## config.mk

```make
export PLATFORM = sky130hd
export DESIGN_NAME = sram_arbiter
export DESIGN_NICKNAME = d
export VERILOG_FILES = /design/src/rtl/sram_arbiter.sv
export SDC_FILE = /design/constraint.sdc
export NUM_CORES = 1
export LEC_CHECK = 0
export ABC_AREA = 1
export ABC_CLOCK_PERIOD_IN_PS = 1100
export CORE_ASPECT_RATIO = 1.25
export CORE_MARGIN = 1
export CORE_UTILIZATION = 37
export DETAILED_ROUTE_END_ITERATION = 8
export PLACE_DENSITY = 0.76
export RECOVER_POWER = 50
export SYNTH_ARGS = -nofsm -noshare
export SYNTH_HDL_FRONTEND = slang
export SYNTH_SLANG_ARGS = --single-unit
```

## constraint.sdc

```tcl
create_clock -name clk -period 1.1 [get_ports clk]
set_clock_uncertainty 0.05 [all_clocks]
set_input_delay 0.22 -clock clk [delete_from_list [all_inputs] [get_ports clk]]
set_output_delay 0.22 -clock clk [all_outputs]
set_load 0.005 [all_outputs]
```

## src/rtl/sram_arbiter.sv

```systemverilog
`timescale 1ns/1ps
// -----------------------------------------------------------------------------
// sram_arbiter
//
// Two-requester round-robin arbiter and command sequencer for a single-port
// synchronous SRAM. At most one request is accepted per cycle. The accepted
// command is registered onto the SRAM port. A tagged shift register carries
// {valid, requester id, is_read} alongside the SRAM access. That tag steers the
// read data, or a zero-data write acknowledge, back to the issuing requester.
//
// Ports
//   clk, rst_n            clock (rising edge), asynchronous active-low reset
//   reqN_valid/ready      request handshake, N = 0,1 (ready is combinational)
//   reqN_we/addr/wdata    request command (1 = write)
//   rspN_valid/rdata      one-cycle response pulse, read data (0 for writes)
//   sram_addr/we/din      registered command to the SRAM
//   sram_dout             SRAM read data, valid RD_LAT cycles after sampling
// -----------------------------------------------------------------------------
module sram_arbiter #(
  parameter int ADDR_W = 10,
  parameter int DATA_W = 8,
  parameter int RD_LAT = 1   // legal range 1..4
) (
  input  logic              clk,
  input  logic              rst_n,
  input  logic              req0_valid,
  output logic              req0_ready,
  input  logic              req0_we,
  input  logic [ADDR_W-1:0] req0_addr,
  input  logic [DATA_W-1:0] req0_wdata,
  output logic              rsp0_valid,
  output logic [DATA_W-1:0] rsp0_rdata,
  input  logic              req1_valid,
  output logic              req1_ready,
  input  logic              req1_we,
  input  logic [ADDR_W-1:0] req1_addr,
  input  logic [DATA_W-1:0] req1_wdata,
  output logic              rsp1_valid,
  output logic [DATA_W-1:0] rsp1_rdata,
  output logic [ADDR_W-1:0] sram_addr,
  output logic              sram_we,
  output logic [DATA_W-1:0] sram_din,
  input  logic [DATA_W-1:0] sram_dout
);

  // ---------------------------------------------------------------------------
  // Arbitration
  // ---------------------------------------------------------------------------
  logic              last_grant_reg;
  logic              grant0;
  logic              grant1;
  logic              accept;
  logic              accept_id;
  logic              cmd_we;
  logic [ADDR_W-1:0] cmd_addr;
  logic [DATA_W-1:0] cmd_wdata;

  // A lone requester always wins. On contention, the requester that did not
  // win the previous accepted transfer goes first.
  always_comb begin
    grant0 = req0_valid && (!req1_valid || last_grant_reg);
    grant1 = req1_valid && (!req0_valid || !last_grant_reg);
  end

  // Gating with rst_n keeps both readies low while reset is held, even though
  // they are combinational.
  assign req0_ready = grant0 && rst_n;
  assign req1_ready = grant1 && rst_n;

  assign accept    = req0_ready || req1_ready;
  assign accept_id = req1_ready;
  assign cmd_we    = accept_id ? req1_we    : req0_we;
  assign cmd_addr  = accept_id ? req1_addr  : req0_addr;
  assign cmd_wdata = accept_id ? req1_wdata : req0_wdata;

  always_ff @(posedge clk or negedge rst_n) begin
    if (!rst_n) begin
      last_grant_reg <= 1'b1;   // requester 0 wins the first contention
    end else if (accept) begin
      last_grant_reg <= accept_id;
    end
  end

  // ---------------------------------------------------------------------------
  // Command stage
  // Address and data hold between commands. Only the write strobe is cleared,
  // so each accepted write produces exactly one sram_we cycle.
  // ---------------------------------------------------------------------------
  always_ff @(posedge clk or negedge rst_n) begin
    if (!rst_n) begin
      sram_addr <= '0;
      sram_din  <= '0;
      sram_we   <= 1'b0;
    end else begin
      sram_we <= accept && cmd_we;
      if (accept) begin
        sram_addr <= cmd_addr;
        sram_din  <= cmd_wdata;
      end
    end
  end

  // ---------------------------------------------------------------------------
  // Response tag pipeline
  // Stage 0 is loaded together with the command register, so stage k is
  // visible in the same cycle as the command plus k. Stage RD_LAT therefore
  // lines up with the cycle in which sram_dout carries that command's data.
  // ---------------------------------------------------------------------------
  logic [RD_LAT:0] pipe_valid_reg;
  logic [RD_LAT:0] pipe_id_reg;
  logic [RD_LAT:0] pipe_rd_reg;

  always_ff @(posedge clk or negedge rst_n) begin
    if (!rst_n) begin
      pipe_valid_reg <= '0;
      pipe_id_reg    <= '0;
      pipe_rd_reg    <= '0;
    end else begin
      pipe_valid_reg <= {pipe_valid_reg[RD_LAT-1:0], accept};
      pipe_id_reg    <= {pipe_id_reg[RD_LAT-1:0], accept_id};
      pipe_rd_reg    <= {pipe_rd_reg[RD_LAT-1:0], !cmd_we};
    end
  end

  // ---------------------------------------------------------------------------
  // Per-requester response registers
  // Read data holds between responses. A write acknowledge overwrites it
  // with zero.
  // ---------------------------------------------------------------------------
  logic [1:0]        rsp_valid_vec;
  logic [DATA_W-1:0] rsp_rdata_vec [2];

  for (genvar gi = 0; gi < 2; gi++) begin : g_rsp
    logic              hit;
    logic              rsp_valid_reg;
    logic [DATA_W-1:0] rsp_rdata_reg;

    assign hit = pipe_valid_reg[RD_LAT] && (pipe_id_reg[RD_LAT] == 1'(gi));

    always_ff @(posedge clk or negedge rst_n) begin
      if (!rst_n) begin
        rsp_valid_reg <= 1'b0;
        rsp_rdata_reg <= '0;
      end else begin
        rsp_valid_reg <= hit;
        if (hit) begin
          rsp_rdata_reg <= pipe_rd_reg[RD_LAT] ? sram_dout : '0;
        end
      end
    end

    assign rsp_valid_vec[gi] = rsp_valid_reg;
    assign rsp_rdata_vec[gi] = rsp_rdata_reg;
  end

  assign rsp0_valid = rsp_valid_vec[0];
  assign rsp1_valid = rsp_valid_vec[1];
  assign rsp0_rdata = rsp_rdata_vec[0];
  assign rsp1_rdata = rsp_rdata_vec[1];

endmodule

```

==> metrics.md, run 1 <==
| Metric | Value |
|---|---|
| Number of antenna violations at the first check in global routing | 0 |
| Antenna diode count | 0 |
| Post-synthesis instance total | 221 |
| Max-slew headroom | 0.364 |
| Count of state elements after synthesis | 44 |
| Warning count from the yosys run | 0 |
| GRT Util Overall | 0.201 |
| Placement row count | 29 |
| Required time of the worst setup path | 830 ps |
| Global-route layer with the greatest usage | met2 |
| Largest voltage drop on the vdd net | 0.000611 V |
| Final global-route overflow total | 0 |
| CORE AREA | 5080 µm² |
| Standby leakage power | 1.63 nW |
| Synthesized netlist net count | 271 |
| Logic gate share of total power | 0.267 |
| Setup slack after layout | -332 ps |
| Placed Area | 2930 µm² |
| Total Wirelength | 5420 µm |
| Data arrival time of the worst path | 1160 ps |
| Vias per std cell | 4.53 |
| Final Slew Violations | 0 |
| TritonCTS buffer count | 5 |
| Maximum buffer depth of the clock tree | 2 |
| Clk sinks | 44 |
| Final Hold Viols | 0 |
| Count of nets after finishing | 388 |
| Status | complete, but fails checks |
| Count of hold-fix buffers inserted at cts | 0 |
| Vias in the first global route | 1788 |
| RSZ-0062 raised after global routing | yes |
| Register with the most flip-flops | sram_addr |
| Clk Latency, worst-skew pair | 290 ps |
| Sequential power share | 0.445 |
| Sequential-to-total area share from yosys stat | 0.563 |
| First-pass GRT wire length | 8380 µm |
| Part of the power in the clock network | 0.288 |
| Max reg flops | 10 |
| Post-route ant nets | 0 |
| Period Utilization, post-route | 1.30 |
| Average wire length per cell after detail routing | 13.5 µm |
| Mean post-synth cell area | 8.87 µm² |
| Time the final worst path needs with I/O delays and setup | 1430 ps |
| Die outline width | 67.1 µm |
| Largest net degree at the start of global routing | 45 |
| Total chip power | 4.46 mW |
| Starting Density | 0.386 |
| Level count of the clock H-tree | 2 |
| Type of element launching the critical path | register |
| Fraction of layout cells with a size suffix above 1 | 0.348 |
| Number of distinct library cells after synthesis | 21 |
| Clock root buffer | sky130_fd_sc_hd__clkbuf_8 |
| Sort of element at the end of the critical path | output pin |
| Transition time at the pin with the least slew margin | 954 ps |
| GR Util met1 | 0.232 |
| Die footprint | 5590 µm² |
| Power density over cell area | 1420 nW/µm² |
| Largest stage delay on the critical path | 570 ps |
| Die Ht | 83.4 µm |
| Switching share of power | 0.269 |
| Number of inserted filler cells in the final layout | 471 |
| Detailed placement HPWL | 3590 µm |
| Worst min-delay path category | primary input to async pin |
| I/O pins | 89 |
| Setup violation total in the final timing report | 23 |
| Area growth from synthesis to layout | 59.8% |
| Post-route cell area | 3130 µm² |
| Worst-path cell with the longest stage delay | sky130_fd_sc_hd__dfstp_2 |
| Commonest non-fill, non-tap cells in the layout | sky130_fd_sc_hd__nand2_1 (85), sky130_fd_sc_hd__clkdlybuf4s50_1 (47), sky130_fd_sc_hd__dfrtp_1 (43) |
| Total internal power | 3.26 mW |
| Overall via count from detail_route | 1815 |
| Max-cap violation count | 0 |
| Upper clock frequency limit | 698 MHz |
| Number of buffers added on ports | 88 |
| Initial DRC count | 119 |
| Number of search-and-repair iterations in the first detailed-routing pass | 4 |
| Final estimated routing congestion in global placement | 0.750 |
| Met2 track demand over resource | 0.340 |
| Commonest non-fill, non-tap cell in the layout | sky130_fd_sc_hd__nand2_1 |
| Critical path cell sequence | nand2_4 -> nand2_8 -> inv_4 -> buf_6 |
| Met3 Usage GRT | 0.0412 |
| Post-route core utilization | 0.616 |
| Net switching power | 1.20 mW |
| Clock tree from TritonCTS | done |
| DR DRC count | 0 |
| Start-to-end type of the worst setup path | register to output pin |
| Worst-path fanout max | 4 |
| Clock transition at path regs | 80 ps |
| Synth Cell Area | 1960 µm² |
| Fin Hold WS | 173 ps |
| Failing checks | negative setup slack |
critical path: cells and delay by family, from the launching register on:
family / cells / cell delay (ps)
buffers and inverters: 2 / 140
and+or+nand+nor: 2 / 160
DFF: 1 / 570
worst paths after layout:
| kind | startpoint | to | slack, ps | cells after the start |
|---|---|---|---|---|
| max | last_grant_reg$_DFFE_PN1P_ | req1_ready | -330 | 4 |
| min in group clk | pipe_rd_reg[0]$_DFF_PN0_ | pipe_rd_reg[1]$_DFF_PN0_ | 310 | 0 |
| min reg2reg | pipe_rd_reg[0]$_DFF_PN0_ | pipe_rd_reg[1]$_DFF_PN0_ | 310 | 0 |
| max reg2reg | last_grant_reg$_DFFE_PN1P_ | sram_addr[7]$_DFFE_PN0P_ | -190 | 8 |
| max in group asynchronous | rst_n | sram_din[0]$_DFFE_PN0P_ | 230 | 2 |
| min | rst_n | sram_addr[0]$_DFFE_PN0P_ | 170 | 2 |
power by group through the flow:
stage | combinational, mW | sequential, mW | clock, mW
floorplan | 0.411 | 2.03 | 0
global placement | 1.18 | 2.02 | 0
detailed placement | 1.20 | 2.02 | 0
CTS | 1.14 | 1.98 | 1.32
global route | 1.32 | 2.01 | 1.38
finish | 1.19 | 1.99 | 1.28
repair_timing:
action,4_1_cts,5_1_grt
endpoints found under the setup margin,60,55
setup buffers,10,9
gates resized for setup,168,16
cloned,3,1
pin swaps,1,6
per-layer routing:
metal | share of wire | wire length, µm
met1 | 0.40 | 2150
met3 | 0.060 | 326
met4 | 0.028 | 153
met2 | 0.51 | 2790
met5 | 0 | 0
cell usage after synthesis:
cell type / n / share of area
sky130_fd_sc_hd__inv_1: 4 / 0.0077
sky130_fd_sc_hd__nor2_4: 1 / 0.0057
sky130_fd_sc_hd__o21ai_1: 2 / 0.0051
sky130_fd_sc_hd__dfstp_2: 1 / 0.013
sky130_fd_sc_hd__nand2_1: 91 / 0.17
sky130_fd_sc_hd__clkbuf_1: 1 / 0.0019
sky130_fd_sc_hd__dfrtp_1: 43 / 0.55
sky130_fd_sc_hd__buf_4: 4 / 0.015
sky130_fd_sc_hd__o21ai_0: 8 / 0.020
sky130_fd_sc_hd__buf_6: 1 / 0.0057
sky130_fd_sc_hd__nand2_4: 1 / 0.0057
sky130_fd_sc_hd__a21oi_1: 9 / 0.023
sky130_fd_sc_hd__buf_12: 2 / 0.020
sky130_fd_sc_hd__nand2_8: 1 / 0.010
sky130_fd_sc_hd__clkinv_4: 1 / 0.0045
sky130_fd_sc_hd__buf_2: 1 / 0.0026
sky130_fd_sc_hd__nand2_2: 20 / 0.064
sky130_fd_sc_hd__inv_2: 2 / 0.0038
sky130_fd_sc_hd__clkbuf_4: 1 / 0.0038
sky130_fd_sc_hd__nand3_1: 18 / 0.046
sky130_fd_sc_hd__nor2_1: 9 / 0.017
stage by stage:
step | worst slack (ps) | std cells | TNS, ps
6_report | -332 | 401 | -3890
5_1_grt | -363 | 401 | -5290
4_1_cts | -327 | 395 | -4890
3_5_place_dp | -660 | 374 | -11710
3_3_place_gp | -644 | 374 | -10970
2_1_floorplan | -58.1 | 221 | -767
cell families after synthesis:
family          Yosys count  share of synthesized area
compound gates           19                     0.0485
buf+inv                  17                     0.0658
simple gates            141                      0.323
flops                    44                      0.563
area by class of cell:
cell class              instances  area (µm²)  share of cell area
inverters                       7        36.3              0.0116
multi-input cells             160         781               0.249
clock buffers                   6        82.6              0.0264
clock inverters                 2        38.8              0.0124
repair buffers                120        1010               0.323
well taps                      62        77.6              0.0248
flip-flops and latches         44        1100               0.352
(Power assumes the default switching activity.)
==> inputs of run 2 (changes only) <==
--- a/config.mk
+++ b/config.mk
@@ -8,7 +8,7 @@
 export ABC_AREA = 1
 export ABC_CLOCK_PERIOD_IN_PS = 1100
 export CORE_ASPECT_RATIO = 1.25
-export CORE_MARGIN = 1
+export CORE_MARGIN = 10
 export CORE_UTILIZATION = 37
 export DETAILED_ROUTE_END_ITERATION = 8
 export PLACE_DENSITY = 0.76
==> metrics.md, run 2 (same netlist as run 1, synthesis figures left out) <==
| Metric | Value |
|---|---|
| Status | complete, but fails checks |
| Failing checks | negative setup slack |
| First-pass GRT wire length | 10500 µm (+25%) |
| RR Endpoint | sram_din[2]$_DFFE_PN0P_ |
| Required time of the worst setup path | 830 ps (about the same) |
| R2r setup slk | -320 ps (-130 ps) |
| Max-cap violation count | 0 (unchanged) |
| Clock tree from TritonCTS | done |
| Clock root buffer | sky130_fd_sc_hd__clkbuf_8 |
| Reg2Reg Launch Point | last_grant_reg$_DFFE_PN1P_ |
| Vias in the first global route | 2004 (+12%) |
| Die Ht | 101 µm (+22%) |
| TritonCTS buffer count | 5 (unchanged) |
| Total chip power | 4.39 mW (-1.6%) |
| Vias per std cell | 4.78 (+5.6%) |
| Maximum buffer depth of the clock tree | 2 (unchanged) |
| Die outline width | 85.1 µm (+27%) |
| Initial DRC count | 93 (-22%) |
| Average wire length per cell after detail routing | 16.4 µm (+21%) |
| Data arrival time of the worst path | 1170 ps (about the same) |
| Period Utilization, post-route | 1.31 (+0.00436) |
| Commonest non-fill, non-tap cell in the layout | sky130_fd_sc_hd__nand2_1 |
| Starting Density | 0.383 (-0.00274) |
| Number of inserted filler cells in the final layout | 433 (-8.1%) |
| Detailed placement HPWL | 4420 µm (+23%) |
| Placement row count | 29 (unchanged) |
| Max-slew headroom | 0.352 (-0.0124) |
| Overall via count from detail_route | 1954 (+7.7%) |
| Number of buffers added on ports | 88 (unchanged) |
| RSZ-0062 raised after global routing | yes |
| Worst-path fanout max | 2 (-2) |
| Standby leakage power | 1.70 nW (+4.4%) |
| Antenna diode count | 0 (unchanged) |
| Setup violation total in the final timing report | 25 (+8.7%) |
| Time the final worst path needs with I/O delays and setup | 1440 ps (+4.79 ps) |
| Transition time at the pin with the least slew margin | 972 ps (+18.6 ps) |
| Post-route ant nets | 0 (unchanged) |
| Commonest non-fill, non-tap cells in the layout | sky130_fd_sc_hd__nand2_1 (87), sky130_fd_sc_hd__clkdlybuf4s50_1 (47), sky130_fd_sc_hd__dfrtp_1 (43) |
| Clk sinks | 44 (unchanged) |
| Fraction of layout cells with a size suffix above 1 | 0.403 (+0.0554) |
| Count of nets after finishing | 396 (+2.1%) |
| Pre-CTS setup slack | -687 ps (-27.0 ps) |
| Number of search-and-repair iterations in the first detailed-routing pass | 4 (unchanged) |
| Die footprint | 8620 µm² (+54%) |
| Final global-route overflow total | 0 (unchanged) |
| Upper clock frequency limit | 696 MHz (-0.33%) |
| Register with the most flip-flops | sram_addr |
| Largest voltage drop on the vdd net | 0.000634 V (+3.7%) |
| GRT Util Overall | 0.151 (-0.0494) |
| Sort of element at the end of the critical path | output pin |
| Clock transition at path regs | 90 ps (about the same) |
| Setup slack after layout | -337 ps (-4.79 ps) |
| Count of hold-fix buffers inserted at cts | 0 (unchanged) |
| I/O pins | 89 (unchanged) |
| Type of element launching the critical path | register |
| Start-to-end type of the worst setup path | register to output pin |
| Largest net degree at the start of global routing | 45 (unchanged) |
| Final estimated routing congestion in global placement | 0.823 (+9.7%) |
| DR DRC count | 0 (unchanged) |
| Final Slew Violations | 0 (unchanged) |
| Clk Latency, worst-skew pair | 300 ps (about the same) |
| Total Wirelength | 6700 µm (+24%) |
| Worst min-delay path category | primary input to async pin |
| Cells on worst reg2reg path | 8 (unchanged) |
| Level count of the clock H-tree | 2 (unchanged) |
| Max reg flops | 10 (unchanged) |
| CORE AREA | 5120 µm² (+0.71%) |
| Area growth from synthesis to layout | 69.8% |
| Final Hold Viols | 0 (unchanged) |
| Power density over cell area | 1320 nW/µm² (-7.4%) |
| Number of antenna violations at the first check in global routing | 0 (unchanged) |
[run 2: what timing repair did]
action / CTS / global route
buffers inserted: 13 / 10
cloned: 5 / 0
pin swaps: 13 / 3
resized for setup: 191 / 7
endpoints found under the setup margin: 60 / 59
[run 2: through the flow]
step	instances	utilization	hold slack (ps)	cell area (µm²)	TNS, ps
2_1_floorplan	221	-	-126	1970	-767
5_1_grt	409	0.650	297	3330	-7400
4_1_cts	399	0.630	48.2	3230	-5040
6_report	409	0.650	221	3330	-5410
3_3_place_gp	374	0.575	283	2940	-11680
3_5_place_dp	374	0.575	285	2940	-12560
[run 2: how the worst max path moves through the flow]
stage	startpoint	to	cells past startpoint
floorplan	last_grant_reg$_DFFE_PN1P_	sram_addr[0]$_DFFE_PN0P_	6
global placement	req1_valid	req1_ready	6
detailed placement	req1_valid	req1_ready	6
CTS	last_grant_reg$_DFFE_PN1P_	req0_ready	3
global route	last_grant_reg$_DFFE_PN1P_	sram_din[2]$_DFFE_PN0P_	8
finish	last_grant_reg$_DFFE_PN1P_	req1_ready	4
[run 2: layout make-up]
class	instances	area, µm²	share of cell area
multi-input cells	160	858	0.258
repair buffers	128	1160	0.349
well taps	62	77.6	0.0233
clock inverters	3	23.8	0.00715
inverters	7	33.8	0.0102
flip-flops and latches	44	1100	0.331
clock buffers	5	68.8	0.0207
[run 2: power breakdown]
| part | internal, mW | total, mW | switching [mW] |
|---|---|---|---|
| sequential | 1.86 | 1.99 | 0.126 |
| combinational | 0.772 | 1.38 | 0.608 |
| clock | 0.450 | 1.02 | 0.573 |
[run 2: layer usage]
| layer | track usage | routed length, µm | vias up |
|---|---|---|---|
| met5 | 0 | 0 | - |
| met4 | 0.0482 | 100 | 0 |
| met3 | 0.0458 | 397 | 9 |
| met2 | 0.270 | 3510 | 61 |
| met1 | 0.168 | 2690 | 940 |
| li1 | - | - | 944 |
[run 2: critical path: stages, from the launching register on]
cell and delay [ps]:
sky130_fd_sc_hd__dfstp_2 570, sky130_fd_sc_hd__nand2_4 80, sky130_fd_sc_hd__nand2_8 70, sky130_fd_sc_hd__inv_4 30, sky130_fd_sc_hd__buf_6 110
